$ cat config.mk
export PLATFORM = sky130hd
export DESIGN_NAME = instr_controller
export DESIGN_NICKNAME = d
export VERILOG_FILES = /design/src/rtl/instr_controller.sv
export SDC_FILE = /design/constraint.sdc
export NUM_CORES = 1
export LEC_CHECK = 0
export ABC_CLOCK_PERIOD_IN_PS = 1200
export BUFFER_PORTS_ARGS = -buffer_cell sky130_fd_sc_hd__clkbuf_2
export CAP_MARGIN = 40
export CORE_MARGIN = 10
export CORE_UTILIZATION = 40
export DETAILED_ROUTE_END_ITERATION = 8
export HOLD_SLACK_MARGIN = 0.12
export MAX_ROUTING_LAYER = met4
export PLACE_DENSITY = 0.74
export SETUP_SLACK_MARGIN = 0.3
export SLEW_MARGIN = 0
export SYNTH_ARGS = -nofsm -noshare
export SYNTH_HDL_FRONTEND = slang
export SYNTH_SLANG_ARGS = --single-unit
$ cat constraint.sdc
create_clock -name Clk -period 1.2 [get_ports Clk]
set_input_delay 0.06 -clock Clk [delete_from_list [all_inputs] [get_ports Clk]]
set_output_delay 0.06 -clock Clk [all_outputs]
set_load 0.01 [all_outputs]
$ cat src/rtl/instr_controller.sv
// Multi-cycle instruction sequencer: fetches a 16-bit word from a latency-FETCH_LAT ROM,
// decodes it and drives data-memory / register-file / ALU controls as a Moore FSM.
module instr_controller #(
    parameter int ADDR_W    = 7,
    parameter int FETCH_LAT = 2
) (
    input  logic              Clk,
    input  logic              Reset,
    input  logic [15:0]       ROM_Data,
    output logic [ADDR_W-1:0] PC_Addr,
    output logic [7:0]        D_Addr,
    output logic              D_Wr,
    output logic              RF_s,
    output logic [3:0]        RF_W_addr,
    output logic [3:0]        RF_Ra_addr,
    output logic [3:0]        RF_Rb_addr,
    output logic              RF_W_en,
    output logic [2:0]        ALU_s0,
    output logic [3:0]        State,
    output logic [15:0]       IR_Out,
    output logic [ADDR_W-1:0] PC_Out
);

    typedef enum logic [3:0] {
        S_INIT   = 4'd0,
        S_FETCH  = 4'd1,
        S_WAIT   = 4'd2,
        S_DECODE = 4'd3,
        S_NOOP   = 4'd4,
        S_LOAD_A = 4'd5,
        S_LOAD_B = 4'd6,
        S_STORE  = 4'd7,
        S_ADD    = 4'd8,
        S_SUB    = 4'd9,
        S_HALT   = 4'd10
    } state_t;

    // Last WAIT count value; unused when FETCH_LAT is 1 since WAIT is skipped.
    localparam logic [1:0] WAIT_LAST = 2'(FETCH_LAT - 2);

    state_t            r_state;
    state_t            w_next;
    logic [ADDR_W-1:0] r_pc;
    logic [15:0]       r_ir;
    logic [1:0]        r_wait_cnt;
    logic [3:0]        w_opcode;

    assign w_opcode = ROM_Data[15:12];

    always_ff @(posedge Clk) begin
        if (Reset) begin
            r_state    <= S_INIT;
            r_pc       <= '0;
            r_ir       <= '0;
            r_wait_cnt <= '0;
        end else begin
            r_state <= w_next;
            if (r_state == S_WAIT)
                r_wait_cnt <= r_wait_cnt + 2'd1;
            else
                r_wait_cnt <= '0;
            if (r_state == S_DECODE) begin
                r_ir <= ROM_Data;
                r_pc <= r_pc + 1'b1;
            end
        end
    end

    always_comb begin
        w_next = r_state;
        case (r_state)
            S_INIT:   w_next = S_FETCH;
            S_FETCH:  w_next = (FETCH_LAT > 1) ? S_WAIT : S_DECODE;
            S_WAIT:   if (r_wait_cnt == WAIT_LAST) w_next = S_DECODE;
            S_DECODE: begin
                // Next state follows the word arriving now, not the stale IR.
                case (w_opcode)
                    4'd1:    w_next = S_STORE;
                    4'd2:    w_next = S_LOAD_A;
                    4'd3:    w_next = S_ADD;
                    4'd4:    w_next = S_SUB;
                    4'd5:    w_next = S_HALT;
                    default: w_next = S_NOOP;
                endcase
            end
            S_LOAD_A: w_next = S_LOAD_B;
            S_NOOP, S_STORE, S_LOAD_B, S_ADD, S_SUB: w_next = S_FETCH;
            S_HALT:   w_next = S_HALT;
            default:  w_next = S_INIT;
        endcase
    end

    always_comb begin
        D_Addr     = '0;
        D_Wr       = 1'b0;
        RF_s       = 1'b0;
        RF_W_addr  = '0;
        RF_Ra_addr = '0;
        RF_Rb_addr = '0;
        RF_W_en    = 1'b0;
        ALU_s0     = '0;
        case (r_state)
            S_STORE: begin
                D_Addr     = r_ir[7:0];
                RF_Ra_addr = r_ir[11:8];
                D_Wr       = 1'b1;
            end
            S_LOAD_A: D_Addr = r_ir[11:4];
            S_LOAD_B: begin
                D_Addr    = r_ir[11:4];
                RF_s      = 1'b1;
                RF_W_addr = r_ir[3:0];
                RF_W_en   = 1'b1;
            end
            S_ADD, S_SUB: begin
                RF_Ra_addr = r_ir[11:8];
                RF_Rb_addr = r_ir[7:4];
                RF_W_addr  = r_ir[3:0];
                RF_W_en    = 1'b1;
                ALU_s0     = (r_state == S_ADD) ? 3'd1 : 3'd2;
            end
            default: ;
        endcase
    end

    // PC only moves when leaving DECODE, so the ROM address is stable across FETCH/WAIT.
    assign PC_Addr = r_pc;
    assign PC_Out  = r_pc;
    assign IR_Out  = r_ir;
    assign State   = r_state;

endmodule

After elaboration in Yosys (flattened, before gate mapping). Cells that the tools add are included.

Output and inout bits: 60. Flip-flop bits (word level): 29. Bits of input ports: 18. Logic and storage cells: 43.

Add/subtract/negate cells: 2. Reduce and logical (&&, ||, !) cells: 8. Mux-type cells: 12. Bitwise logic cells: 1. Eq/ne operators: 16.

Operators with widths (number): 4-bit by 3-bit == test with 1-bit output, second input constant (6); 4-bit case mux with 6 select lines (1); 4-bit case mux with 5 select lines (1); 4-bit by 2-bit == test with 1-bit output, second input constant (4); 4-bit two-way mux (4); 8-bit case mux with 2 select lines (1); 4-bit == test, second input constant (3); 4-bit by 1-bit == test with 1-bit output, second input constant (2); 7-bit by 1-bit adder with 7-bit output, second input constant (1); 2-bit OR reduction (3); 3-bit OR reduction (2); 6-bit OR reduction (1); 4-bit zero test (1); 2-bit two-way mux (2); 1-bit two-way mux (3); 2-bit by 1-bit adder with 2-bit output, second input constant (1); 2-bit zero test (1); 2-bit by 1-bit inequality test with 1-bit output, second input constant (1); 1-bit inverter (1).

Longest topological paths before layout.
Depth after elaboration: 3. Gate-level depth with buffers: 6. Depth with buffers taken out: 5.

Least setup slack after synthesis. OpenSTA, ideal clock, no wires.

Path type: register to register. Start: reg r_state[0] (netlist: State[0]). End: reg r_pc[5] (netlist: PC_Addr[5]). Arrival: 1238 ps. Required time: 1077 ps. Path buffers: 1. Slack: -162 ps. Period minus slack after synthesis: 1362 ps. Library setup time: 123 ps. Cell stages (with the launch flop): 5. Cell sequence: dfxtp_1 buf_4 nand2_1 nor4_1 mux2_1.

Longest elaborated chain between the ends: 1.

Ends and longest elaborated chain: start: declaration (line 41) `state_t r_state;`; start signal: assignment (line 57) `r_state <= w_next;`; 4-bit by 2-bit == test with 1-bit output (line 62) `if (r_state == S_DECODE) begin`; end signal: assignment (line 64) `r_pc <= r_pc + 1'b1;`; end: declaration (line 43) `logic [ADDR_W-1:0] r_pc;`.

Every way passes these cells. A chain may end at the register's enable or synchronous reset.

Worst setup path after layout.
Start: reg r_state[2] (netlist: State[2]). End: out RF_Ra_addr[0].

Longest elaborated chain between the ends: 3. Elaborated cells between the ends (all ways): 5.

Ends and longest elaborated chain: 4-bit == test or 4-bit by 3-bit == test with 1-bit output (tied branches) (line 102) `case (r_state)`; 3-bit OR reduction (no source line) (*); 4-bit two-way mux (*) (line 102); end: declaration (line 15) `output logic [3:0] RF_Ra_addr,`.

Mark *: on every way between the ends. The rest lies on a longest branch, timed or not.

==> flow_summary.toml <==
[power_and_ir_drop]
power.switching_uw = 765
peakVddDrop_uv = 824
cellInternalPower_uw = 1860
p_per_area_nw_per_um2 = 833
clockPowerShare = 0.346
pwr-share-comb = 0.256
report.power.total_uw = 2630
seqPwrFrac = 0.398
sw_frac_of_total = 0.291
p_leak_uw = 0.00137

[grt]
grt-busiest-layer = "met2"
use_met2 = 0.282
grtUsageMet1 = 0.191
grt_use_total = 0.173
grt_use_met3 = 0.0574
first_global_vias = 2011
grt_max_degree = 19
grt_pass1_wl_um = 10000
antenna_found_initial = 0
grt_overflow = 0

[clock_network]
cts_buffer_depth = 2
clkLatencyLatePin_ns = 0.29
clk_pin_slew_ns = 0.07
clockRootBuffer = "clkbuf_8"
cts_made_buffers = 5
cts_tree = "done"
clock-sinks = 29
cts_max_level = 2

[sta]
fmax_ghz = 0.637
setup_viol = 54
fin_worst_skew_ns = 0.0104
fin_crit_sh = 1.31
final-hold-violation-count = 0
slew_violations = 0
setup_slack_ns = -0.370
grt_setup_unrepaired = "yes"
min_period_ns = 1.57

[route]
routed-via-count = 2022
wl_per_cell_um = 18.3
final_antenna_net_count = 0
dr.pass1.iters = 4
viasPerCell = 5.34
dr.first_iter.drc_count = 84
drc = 0
drt_wl_total_um = 6940

[logic_synthesis]
netlist_area_um2 = 1680
ys_dominant_reg_cell = "dfxtp_1"
synth-edff-count = 0
postSynthAreaPerCell_um2 = 7.96
yosysWarnings = 0
ys_async_sr_fraction = 0
ys_ff_latch = 29
seq_area_frac_synth = 0.345
syn_nets = 231
syn_inst = 211
synth.distinct_cells = 40

[setup_path]
crit_path_end_kind = "output pin"
rr_startpoint = "State[0]$_SDFFE_PP0P_"
cp_data_arrival_time_ns = 1.51
crit_fanout = 4
cp.required_ns = 1.14
r2r_cells = 6
startpoint_type = "flip-flop"
r2r_slack_ns = -0.24
crit_type = "flip-flop to output pin"
r2r-end = "State[0]$_SDFFE_PP0P_"

[cells_and_area]
nets = 348
ff_latch_area_um2 = 632
n_antenna_cell = 0
fillCellCount = 243
drive_gt1_frac = 0.605
area_growth_pct = 87.7
fin_cells = 379
multi_input_area_um2 = 1160

[floorplan]
die_x_um = 84.8
start_util = 0.417
design.die.area_um2 = 7190
rows = 23
coreArea_um2 = 4030
io_pins = 78
die_h_um = 84.8

[job]
maxCapViolations = 0

[hold_path]
min_from = "ROM_Data[15]"
hold_depth = 4
hold-path-endpoint = "State[0]$_SDFFE_PP0P_"
holdCritPathClass = "input port to flip-flop"

[status]
status = "finished with violations"
violations = "setup timing"

[placed_design]
hpwl_um = 4010
io_buffer_count = 76
dp_slack_ns = -0.117
place_inst = 342
place_congestion = 0.833
## state kept, by name, summed over array words and instances, names as in the netlist
register    cells
IR_Out         16
State           4
PC_Addr         7
r_wait_cnt      2
## metrics by stage
step / setup TNS, ns / hold slack (ns) / utilization / instance area [um2]
floorplan: -0.0859 / 0.196 / - / 1820
global placement: -0.598 / 0.284 / 0.571 / 2300
detailed placement: -1.38 / 0.289 / 0.571 / 2300
CTS: -9.44 / 0.166 / 0.743 / 2990
global route: -13.70 / 0.230 / 0.783 / 3150
finish: -11.21 / 0.217 / 0.783 / 3150
## worst max-delay path, cell delays in order (launching register included)
cell,delay [ns]
dfxtp_4,0.36
buf_6,0.12
nor3b_4,0.19
a31o_1,0.23
and2_1,0.18
buf_2,0.14
## power groups by stage
stage / logic [uW] / registers, uW / clock network, uW
after floorplan: 274 / 1060 / 0
after global placement: 421 / 1060 / 0
after detailed placement: 424 / 1070 / 0
after CTS: 590 / 1040 / 916
after global routing: 720 / 1050 / 964
final: 674 / 1050 / 909
## cells in the final DEF (no fill, tap or decap), types with 6 or more instances in the layout
master / Yosys / routed
clkbuf_2: 0 / 44
nand2_1: 39 / 37
buf_4: 15 / 20
buf_6: 3 / 20
buf_8: 0 / 19
a21oi_1: 21 / 17
dlygate4sd3_1: 0 / 16
dfxtp_2: 0 / 14
nor2_1: 16 / 12
buf_2: 0 / 10
dfxtp_4: 0 / 9
clkbuf_8: 0 / 9
and2_4: 0 / 8
inv_1: 8 / 7
dfxtp_1: 29 / 6
## routing by layer
metal / part of all wire / vias up
met5: 0 / -
met4: 0.032 / 0
met3: 0.070 / 22
met2: 0.51 / 109
met1: 0.39 / 951
li1: - / 940
## worst max path at each step
stage | slack (ns) | from | endpoint | depth (start not counted)
2_1_floorplan | -0.03 | State[0]$_SDFFE_PP0P_ | PC_Addr[6]$_SDFFE_PP0P_ | 4
3_5_place_dp | -0.12 | State[1]$_SDFFE_PP0P_ | PC_Addr[6]$_SDFFE_PP0P_ | 3
3_3_place_gp | -0.06 | State[1]$_SDFFE_PP0P_ | PC_Addr[6]$_SDFFE_PP0P_ | 3
5_1_grt | -0.40 | State[2]$_SDFFE_PP0P_ | RF_Ra_addr[0] | 5
4_1_cts | -0.32 | State[2]$_SDFFE_PP0P_ | RF_Ra_addr[2] | 5
6_report | -0.37 | State[2]$_SDFFE_PP0P_ | RF_Ra_addr[0] | 5
## synthesized netlist by cell type (all sizes together), types with 2 or more instances
cell / number / share of area
nor4: 2 / 0.011
buf: 19 / 0.089
nor2: 16 / 0.036
or3: 4 / 0.015
o31ai: 2 / 0.0089
o21ai: 5 / 0.015
and4bb: 3 / 0.022
xor2: 2 / 0.015
nor2b: 9 / 0.034
mux2: 4 / 0.027
and2: 10 / 0.037
clkbuf: 4 / 0.0089
nor3b: 2 / 0.012
nand4bb: 2 / 0.013
nand3: 2 / 0.0060
a22oi: 8 / 0.036
ha: 2 / 0.015
inv: 8 / 0.018
nand2: 39 / 0.087
a21oi: 21 / 0.063
nand2b: 5 / 0.019
dfxtp: 29 / 0.35
a21o: 2 / 0.0089
## what timing repair did
action / 4_1_cts / 5_1_grt
setup endpoints to repair: 74 / 81
buffers inserted: 8 / 3
pin swaps: 20 / 15
endpoints found under the hold margin: 16 / 0
cloned: 1 / 1
hold buffers: 16 / 0
gates resized for setup: 66 / 59
## logic make-up after synthesis
group / count (synthesis) / synth area share
DFF: 29 / 0.345
other: 1 / 0.00223
and+or+nand+nor: 98 / 0.316
adders and majority gates: 2 / 0.0149
xor gates and xnor gates: 3 / 0.0201
muxes: 4 / 0.0268
buffers and inverters: 31 / 0.116
AOI/OAI and AO/OA: 43 / 0.159
## layout make-up
cell class / count / area share
multi-input combinational: 151 / 0.369
timing repair buffer: 133 / 0.369
sequential: 29 / 0.200
clock buffer: 7 / 0.0305
tap: 50 / 0.0198
inverter: 8 / 0.00952
clock inverter: 1 / 0.00159
Note: power is estimated with default switching activity, not from simulation.
